**src/rtl/axi4s_pkg.sv**
```systemverilog
// rtl/axi4s_pkg.sv - shared types and constants for the AXI4-Stream arbiter library
package axi4s_pkg;

  typedef enum logic {
    ARB_IDLE,
    ARB_LOCKED
  } arb_state_t;

  localparam int PKT_CNT_W = 32;

endpackage

```
**src/rtl/rr_picker.sv**
```systemverilog
// rtl/rr_picker.sv - combinational rotating-priority picker, search starts just above last
module rr_picker #(
  parameter int N = 4,
  localparam int W = $clog2(N)
) (
  input  logic [N-1:0] req,
  input  logic [W-1:0] last,
  output logic         valid,
  output logic [W-1:0] idx
);

  logic [W:0]   sum;
  logic [W-1:0] cand;

  // Walk the ports from last+1 upward, wrapping at N; first requester wins
  always_comb begin
    valid = 1'b0;
    idx   = '0;
    sum   = '0;
    cand  = '0;
    for (int i = 1; i <= N; i++) begin
      sum  = {1'b0, last} + (W+1)'(i);
      cand = (sum >= (W+1)'(N)) ? W'(sum - (W+1)'(N)) : W'(sum);
      if (!valid && req[cand]) begin
        valid = 1'b1;
        idx   = cand;
      end
    end
  end

endmodule

```
**src/rtl/axi4s_rr_arbiter.sv**
```systemverilog
// rtl/axi4s_rr_arbiter.sv - packet-level round-robin merge of NUM_PORTS AXI4-Stream masters
module axi4s_rr_arbiter
  import axi4s_pkg::*;
#(
  parameter int AXI_WIDTH = 64,
  parameter int NUM_PORTS = 4,
  localparam int KEEP_W   = AXI_WIDTH / 8,
  localparam int IDX_W    = $clog2(NUM_PORTS)
) (
  input  logic                           clk_i,
  input  logic                           rst_ni,
  input  logic [NUM_PORTS*AXI_WIDTH-1:0] m_tdata_i,
  input  logic [NUM_PORTS*KEEP_W-1:0]    m_tkeep_i,
  input  logic [NUM_PORTS-1:0]           m_tlast_i,
  input  logic [NUM_PORTS-1:0]           m_tvalid_i,
  output logic [NUM_PORTS-1:0]           m_tready_o,
  output logic [AXI_WIDTH-1:0]           s_tdata_o,
  output logic [KEEP_W-1:0]              s_tkeep_o,
  output logic                           s_tlast_o,
  output logic                           s_tvalid_o,
  input  logic                           s_tready_i,
  output logic [IDX_W-1:0]               grant_idx_o,
  output logic                           busy_o,
  output logic [NUM_PORTS*PKT_CNT_W-1:0] pkt_count_o
);

  arb_state_t                     state_q, state_d;
  logic [IDX_W-1:0]               grant_q;
  logic [IDX_W-1:0]               last_q;
  logic [IDX_W-1:0]               pick_idx;
  logic                           pick_valid;
  logic                           beat_done;
  logic [NUM_PORTS*PKT_CNT_W-1:0] cnt_q;

  rr_picker #(
    .N(NUM_PORTS)
  ) u_picker (
    .req   (m_tvalid_i),
    .last  (last_q),
    .valid (pick_valid),
    .idx   (pick_idx)
  );

  // Next-state and datapath mux: only the granted port is visible while locked
  always_comb begin
    state_d    = state_q;
    s_tvalid_o = 1'b0;
    s_tdata_o  = '0;
    s_tkeep_o  = '0;
    s_tlast_o  = 1'b0;
    m_tready_o = '0;
    beat_done  = 1'b0;
    case (state_q)
      ARB_IDLE: begin
        if (pick_valid) begin
          state_d = ARB_LOCKED;
        end
      end
      ARB_LOCKED: begin
        s_tvalid_o          = m_tvalid_i[grant_q];
        s_tdata_o           = m_tdata_i[grant_q*AXI_WIDTH +: AXI_WIDTH];
        s_tkeep_o           = m_tkeep_i[grant_q*KEEP_W +: KEEP_W];
        s_tlast_o           = m_tlast_i[grant_q];
        m_tready_o[grant_q] = s_tready_i;
        beat_done           = s_tvalid_o & s_tready_i & s_tlast_o;
        if (beat_done) begin
          state_d = ARB_IDLE;
        end
      end
      default: state_d = ARB_IDLE;
    endcase
  end

  // State and grant registers; last grant resets to the top port so port 0 wins first
  always_ff @(posedge clk_i or negedge rst_ni) begin
    if (!rst_ni) begin
      state_q <= ARB_IDLE;
      grant_q <= '0;
      last_q  <= IDX_W'(NUM_PORTS - 1);
    end else begin
      state_q <= state_d;
      if (state_q == ARB_IDLE && pick_valid) begin
        grant_q <= pick_idx;
        last_q  <= pick_idx;
      end
    end
  end

  // Per-port completed-packet counters, bumped on the tlast handshake and free to wrap
  always_ff @(posedge clk_i or negedge rst_ni) begin
    if (!rst_ni) begin
      cnt_q <= '0;
    end else if (beat_done) begin
      for (int p = 0; p < NUM_PORTS; p++) begin
        if (grant_q == IDX_W'(p)) begin
          cnt_q[p*PKT_CNT_W +: PKT_CNT_W] <= cnt_q[p*PKT_CNT_W +: PKT_CNT_W] + PKT_CNT_W'(1);
        end
      end
    end
  end

  assign busy_o      = (state_q == ARB_LOCKED);
  assign grant_idx_o = grant_q;
  assign pkt_count_o = cnt_q;

endmodule

```
**config.mk**
```make
export PLATFORM = sky130hd
export DESIGN_NAME = axi4s_rr_arbiter
export DESIGN_NICKNAME = d
export VERILOG_FILES = /design/src/rtl/axi4s_pkg.sv /design/src/rtl/rr_picker.sv /design/src/rtl/axi4s_rr_arbiter.sv
export SDC_FILE = /design/constraint.sdc
export NUM_CORES = 1
export LEC_CHECK = 0
export CORE_AREA = 10 10 191 193
export DETAILED_ROUTE_END_ITERATION = 10
export DIE_AREA = 0 0 201 203
export HOLD_SLACK_MARGIN = 0.12
export MAX_ROUTING_LAYER = met4
export REMOVE_ABC_BUFFERS = 1
export SYNTH_ARGS = -nofsm -noshare
export SYNTH_HDL_FRONTEND = slang
export SYNTH_SLANG_ARGS = --single-unit
```
**constraint.sdc**
```tcl
create_clock -name clk_i -period 1.9 [get_ports clk_i]
set_clock_uncertainty 0.15 [all_clocks]
set_input_delay 0.19 -clock clk_i [delete_from_list [all_inputs] [get_ports clk_i]]
set_output_delay 0.19 -clock clk_i [all_outputs]
set_load 0.03 [all_outputs]
```
==> metrics.txt, run 1 <==
first-pass GRT wire length=73.7 mm; Finished Layout Cells=1922; share of layout cells above drive strength 1=39.3%; post-synthesis sequential area ratio=37.5%; vias=9529; most common cell after layout, fill and taps aside=clkdlybuf4s50_1; Slew headroom=68.1%; num rows=66; Detailed Route Iter0 Violations=451; Total Routed Length=50.4 mm; Fmax achieved=412 MHz; multi-input combinational cell area=0.00643 mm²; synth-to-layout area growth=103%; dpl cells=1818; unrepaired setup endpoints after global routing=yes; nets@finish=1758; register clock-pin slew on the reported worst setup and hold paths=70 ps; Reg area=0.00334 mm²; critical path launch point type=flop; critical path type=flop to primary output; routability cong.=1.04; Async SR Flop Fraction=100%; R2R Setup Slk=-460 ps; worst-path fanout max=6; pin count of the biggest net entering global routing=66; full die area=0.0408 mm²; DRC viols=0; total CTS buffers=17; Fillers=2788; Mapped Area=0.00889 mm²; Final period util=128%; critical path data required time=1560 ps; Clock Path Buffers=2; Layout Utilization=55.7%; Post-DP Area=0.0153 mm²; initial antenna violation count=13; Register-to-Register Path Depth=10; Hold Path Class=input port to asynchronous set/reset pin; Wirelength per Cell=26.2 µm; HPWL after DPL=40.2 mm; crit path capture type=primary output; final hold violation count=0; FF-to-FF End=pkt_count_o[22]$_DFFE_PN0P_; Initial Util=27.4%; ANT nets after route=0; status=finished, violations left; FF+latch count, synth=133; Ports=508; Peak VDD IR=0.000832 V; Sink Count=133; setup ws final=-527 ps; power per cell area=1070 mW/mm²; TritonCTS clock tree=built; Root Buffer=clkbuf_16; crit path time final=2430 ps; Post-synth EDFFs=0; Max-Cap Viols=0; core area=0.0325 mm²; finished layout cell area=0.0181 mm²; most frequent cells in the layout=322 x clkdlybuf4s50_1, 128 x dfrtp_1, 116 x buf_4; Synth cell types=47; Die Y=203 µm; total power=0.0193 W; Mapped Cells=789; chip width=201 µm; grt total ovfl=0; Synth Flop Type=dfrtp_1; P_leak=8.86 nW; vias in the first global route=10400; clk_lat worst skew=430 ps; Crit Reg-Reg Startpoint=grant_idx_o[0]$_DFFE_PN0P_; drt pass-1 iters=5; Synth warnings=0; Port Buffers=507; GRT Total Usage=25.0%; vias per cell=4.96; Final setup viols=206; Post-Syn Area per Cell=11.3 µm²; final max-slew violation count=0; worst-margin pin slew=477 ps; failing checks=setup timing; CTS H-tree depth=4; CP arrival=2090 ps
[cells by family (layout without fill, tap and decap cells)]
group                    after synthesis  after routing  synth area share (%)
buffers and inverters                 70            747                  3.80
XOR/XNOR                             124            124                  12.2
flip-flops                           133            133                  37.5
multiplexers                          79             79                  19.2
adder cells (fa/ha/maj)                4              4                 0.563
AND/OR/NAND/NOR                      371            373                  26.1
AO/OA/AOI/OAI                          8              8                 0.577
other                                  0             12                     0
[through the flow]
stage / TNS (ps) / setup WS, ps / hold WS (ps)
3_5_place_dp: -49170 / -541 / -97.6
2_1_floorplan: -569710 / -3340 / -256
6_report: -70440 / -527 / 199
3_3_place_gp: -48190 / -570 / -98.6
5_1_grt: -85970 / -581 / 247
4_1_cts: -70360 / -562 / 205
[layer usage]
layer	global-route usage, %	share of wire, %	vias up	wire length (µm)
met4	6.98	2.4	0	1220
met2	40.2	48	415	24200
li1	-	-	4269	-
met5	-	0	-	0
met3	8.29	8.1	49	4070
met1	29.4	41	4796	20900
[flip-flops by register name, indices dropped and copies added (netlist names)]
register,count
last_q,2
busy_o,1
grant_idx_o,2
pkt_count_o,128
[final cells by class]
cell class / count / share of cell area, %
well taps: 442 / 3.06
diodes: 12 / 0.166
flip-flops and latches: 133 / 18.5
clock inverters: 15 / 0.872
clock buffers: 17 / 2.35
inverters: 19 / 0.395
multi-input cells: 588 / 35.6
repair buffers: 696 / 39.1
[how the worst max path moves through the flow]
stage,endpoint,cells past startpoint,from,slack [ps]
global route,s_tdata_o[7],5,grant_idx_o[0]$_DFFE_PN0P_,-580
floorplan,pkt_count_o[31]$_DFFE_PN0P_,4,grant_idx_o[0]$_DFFE_PN0P_,-3340
finish,s_tdata_o[7],5,grant_idx_o[0]$_DFFE_PN0P_,-530
detailed placement,pkt_count_o[31]$_DFFE_PN0P_,7,s_tready_i,-540
global placement,pkt_count_o[31]$_DFFE_PN0P_,7,s_tready_i,-570
CTS,s_tdata_o[7],5,grant_idx_o[0]$_DFFE_PN0P_,-560
[synth_stat cells (16+ instances only)]
master | count | share of area, %
and2_1 | 84 | 5.9
xor2_1 | 67 | 6.6
nand2_1 | 49 | 2.1
inv_1 | 19 | 0.80
dfrtp_1 | 131 | 37
nand4_1 | 39 | 2.7
xnor2_1 | 57 | 5.6
nor3_1 | 25 | 1.4
nand3_1 | 32 | 1.8
and3_1 | 25 | 1.8
buf_2 | 19 | 1.1
nor2_1 | 24 | 1.0
mux4_2 | 73 | 19
nor4_1 | 21 | 1.5
and4_1 | 21 | 2.1
clkbuf_1 | 16 | 0.68
[power by group]
group	internal, W	switching [W]
Clock	0.00186	0.00152
Sequential	0.00302	0.000238
Combinational	0.00650	0.00616
Total	0.0114	0.00792
[critical path, cell delays in order, from the launching register on]
cell and delay (ps):
dfrtp_4 510, buf_12 160, buf_12 130, mux4_2 510, and2_4 210, buf_6 140
[repair_timing]
item,4_1_cts,5_1_grt
pin swaps,142,71
hold endpoints to repair,133,0
setup endpoints to repair,282,220
gates resized for setup,540,85
cloned,11,0
hold buffers,2,0
buffers inserted,37,16
(Power assumes the default switching activity.)
==> inputs of run 2 (changes only) <==
--- a/config.mk
+++ b/config.mk
@@ -11,6 +11,7 @@
 export HOLD_SLACK_MARGIN = 0.12
 export MAX_ROUTING_LAYER = met4
 export REMOVE_ABC_BUFFERS = 1
+export SLEW_MARGIN = 40
 export SYNTH_ARGS = -nofsm -noshare
 export SYNTH_HDL_FRONTEND = slang
 export SYNTH_SLANG_ARGS = --single-unit
==> results of run 2 <==
No change in the layout: final DEF, timing and power equal those of run 1.
==> inputs of run 3 (changes only) <==
--- a/config.mk
+++ b/config.mk
@@ -15,3 +15,4 @@
 export SYNTH_ARGS = -nofsm -noshare
 export SYNTH_HDL_FRONTEND = slang
 export SYNTH_SLANG_ARGS = --single-unit
+export TNS_END_PERCENT = 10
==> run 3 against run 2 <==
  * The flow still finishes with violations (setup timing)
  * Critical path type unchanged
  * Clock-buffer cell count unchanged
  * Register-to-register slack better by 90 ps
  * Critical path depth unchanged
  * Non-clock buffer count down 37
  * Hold slack better by 3.1 ps
  * Sequential power about the same
  * Wire length down 3.3%
  * Clock power about the same
  * Die area unchanged
  * Total power down 2.7%
  * Core utilization down 3.3 points
  * Final cell count down 2.0%
==> metrics.txt, run 3 (synthesis results as in run 1) <==
met3 wire length=3.99 mm (was 4.07 mm); Worst path most repeated cell=buf_12 (unchanged); P_leak=8.12 nW (was 8.86 nW); initial antenna violation count=13 (unchanged); met1 WL=20.6 mm (was 20.9 mm); Post-DP Area=0.0153 mm² (unchanged); HPWL after DPL=40.2 mm (unchanged); most common cell after layout, fill and taps aside=clkdlybuf4s50_1 (unchanged); vias per cell=4.89 (was 4.96); vias in the first global route=10000 (was 10400); Wirelength per Cell=25.9 µm (was 26.2 µm); share of layout cells above drive strength 1=35.2% (was 39.3%); power per cell area=1100 mW/mm² (was 1070 mW/mm²); DRC viols=0 (unchanged); delay-heaviest family, CP=flip-flops (unchanged); finished layout cell area=0.0170 mm² (was 0.0181 mm²); first-pass GRT wire length=71.0 mm (was 73.7 mm); grt total ovfl=0 (unchanged); Initial Util=27.4% (unchanged); part of the power in the clock network=17.9% (was 17.5%); Final setup viols=166 (was 206); critical path data required time=1560 ps (about the same); Clock Path Buffers=2 (unchanged); routability cong.=1.04 (unchanged); Slew headroom=68.3% (was 68.1%); largest stage delay on the critical path=510 ps (about the same); setup ws final=-519 ps (was -527 ps); Worst Path Buf+Inv=3 (unchanged); num rows=66 (unchanged); ANT nets after route=0 (unchanged); nets@finish=1719 (was 1758); pre-CTS WS=-541 ps (unchanged); synth-to-layout area growth=91.4% (was 103%); Internal Pwr Total=0.0111 W (was 0.0114 W); pin count of the biggest net entering global routing=66 (unchanged); total CTS buffers=17 (unchanged); Gate power share=64.7% (was 65.6%); Max-Cap Viols=0 (unchanged); vias=9212 (was 9529); met2 WL=23.2 mm (was 24.2 mm); full die area=0.0408 mm² (unchanged); clk_lat worst skew=430 ps (about the same); chip width=201 µm (unchanged); Peak VDD IR=0.000816 V (was 0.000832 V); Total Routed Length=48.7 mm (was 50.4 mm); worst-margin pin slew=474 ps (was 477 ps); status=finished, violations left (unchanged); worst path cell trace=buf_12 > buf_12 > mux4_2 > and2_4 > buf_6 (unchanged); CP arrival=2080 ps (was 2090 ps); unrepaired setup endpoints after global routing=yes (unchanged); Port Buffers=507 (unchanged); Detailed Route Iter0 Violations=457 (was 451); top sig layer=met4 (unchanged); Final period util=127% (was 128%); Sink Count=133 (unchanged); Root Buffer=clkbuf_16 (unchanged); failing checks=setup timing (unchanged); GRT Total Usage=24.2% (was 25.0%); CTS H-tree depth=4 (unchanged); Fmax achieved=413 MHz (was 412 MHz); crit path capture type=primary output (unchanged); max reg flops=128 (unchanged); Critical Path Slowest Stage Cell=dfrtp_4 (unchanged); Register-to-Register Path Depth=7 (was 10); most frequent cells in the layout=318 x clkdlybuf4s50_1, 128 x dfrtp_1, 121 x buf_4 (was 322 x clkdlybuf4s50_1, 128 x dfrtp_1, 116 x buf_4); final max-slew violation count=0 (unchanged); critical path launch point type=flop (unchanged); drt pass-1 iters=4 (was 5); core area=0.0325 mm² (unchanged); Hold Path Class=input port to asynchronous set/reset pin (unchanged); register clock-pin slew on the reported worst setup and hold paths=70 ps (about the same); Crit. path cell count=5 (unchanged); Flop pwr share=17.3% (was 16.9%); Switching Power=0.00771 W (was 0.00792 W); Die Y=203 µm (unchanged); worst-path fanout max=6 (unchanged); TritonCTS clock tree=built (unchanged); sw frac=41.0% (about the same); critical path type=flop to primary output (unchanged); Ports=508 (unchanged); crit path time final=2420 ps (was 2430 ps); final hold violation count=0 (unchanged); final hold slack=203 ps (was 199 ps)
-- run 3: cell types whose count changed in the layout (fill, tap and decap cells not counted), moves of 11 or more --
cell / delta
nor4_4: -12
nor3_4: -18
xnor2_2: -11
nor3_2: +15
xnor2_1: +11
buf_6: -33
-- run 3: worst reg2reg max path, cell delays in order (launching register included) --
cell     delay, ps
dfrtp_4        550
buf_4          180
buf_16         140
mux4_2         290
nand4_1        230
nor4_2         370
buf_4          180
xor2_1         130
-- run 3: worst paths after layout --
path | startpoint | slack [ps] | to
max in group asynchronous | rst_ni | 560 | pkt_count_o[105]$_DFFE_PN0P_
hold / removal | rst_ni | 200 | pkt_count_o[4]$_DFFE_PN0P_
setup reg to reg | grant_idx_o[0]$_DFFE_PN0P_ | -370 | pkt_count_o[52]$_DFFE_PN0P_
hold reg to reg | pkt_count_o[31]$_DFFE_PN0P_ | 320 | pkt_count_o[31]$_DFFE_PN0P_
min in group clk_i | pkt_count_o[31]$_DFFE_PN0P_ | 320 | pkt_count_o[31]$_DFFE_PN0P_
setup / recovery | grant_idx_o[0]$_DFFE_PN0P_ | -520 | s_tdata_o[7]
-- run 3: repair_timing --
action,CTS,global route
setup endpoints to repair,282,220
gates resized for setup,443,51
hold endpoints to repair,133,0
setup buffers,8,9
hold buffers,2,0
pin swaps,93,26
cloned,5,0
-- run 3: final cells by class --
type / count / area, µm²
multi-input cells: 586 / 5900
fillers: 2911 / 15400
repair buffers: 659 / 6540
clock inverters: 15 / 158
diodes: 13 / 32.5
well taps: 442 / 553
inverters: 19 / 71.3
flip-flops and latches: 133 / 3340
clock buffers: 17 / 425
-- run 3: power groups by stage --
stage	Sequential [W]	Combinational (W)	Clock (W)
finish	0.00326	0.0122	0.00337
global route	0.00330	0.0128	0.00357
CTS	0.00327	0.0121	0.00344
detailed placement	0.00330	0.0102	0
global placement	0.00329	0.0102	0
floorplan	0.00397	0.00419	0
-- run 3: metal layers --
metal  GRT usage, %  vias up
met5              -        -
met4           6.92        0
met3           8.45       30
met2           38.2      369
met1           28.7     4637
li1               -     4176
-- run 3: per-stage QoR --
step | power [W] | std cells | util (%) | setup TNS (ps)
after detailed placement | 0.0135 | 1818 | 47.1 | -49170
after floorplan | 0.00815 | 738 | - | -569710
final | 0.0188 | 1884 | 52.4 | -45600
after global routing | 0.0196 | 1884 | 52.4 | -60940
after global placement | 0.0135 | 1818 | 47.1 | -48190
after CTS | 0.0188 | 1865 | 51.7 | -58850
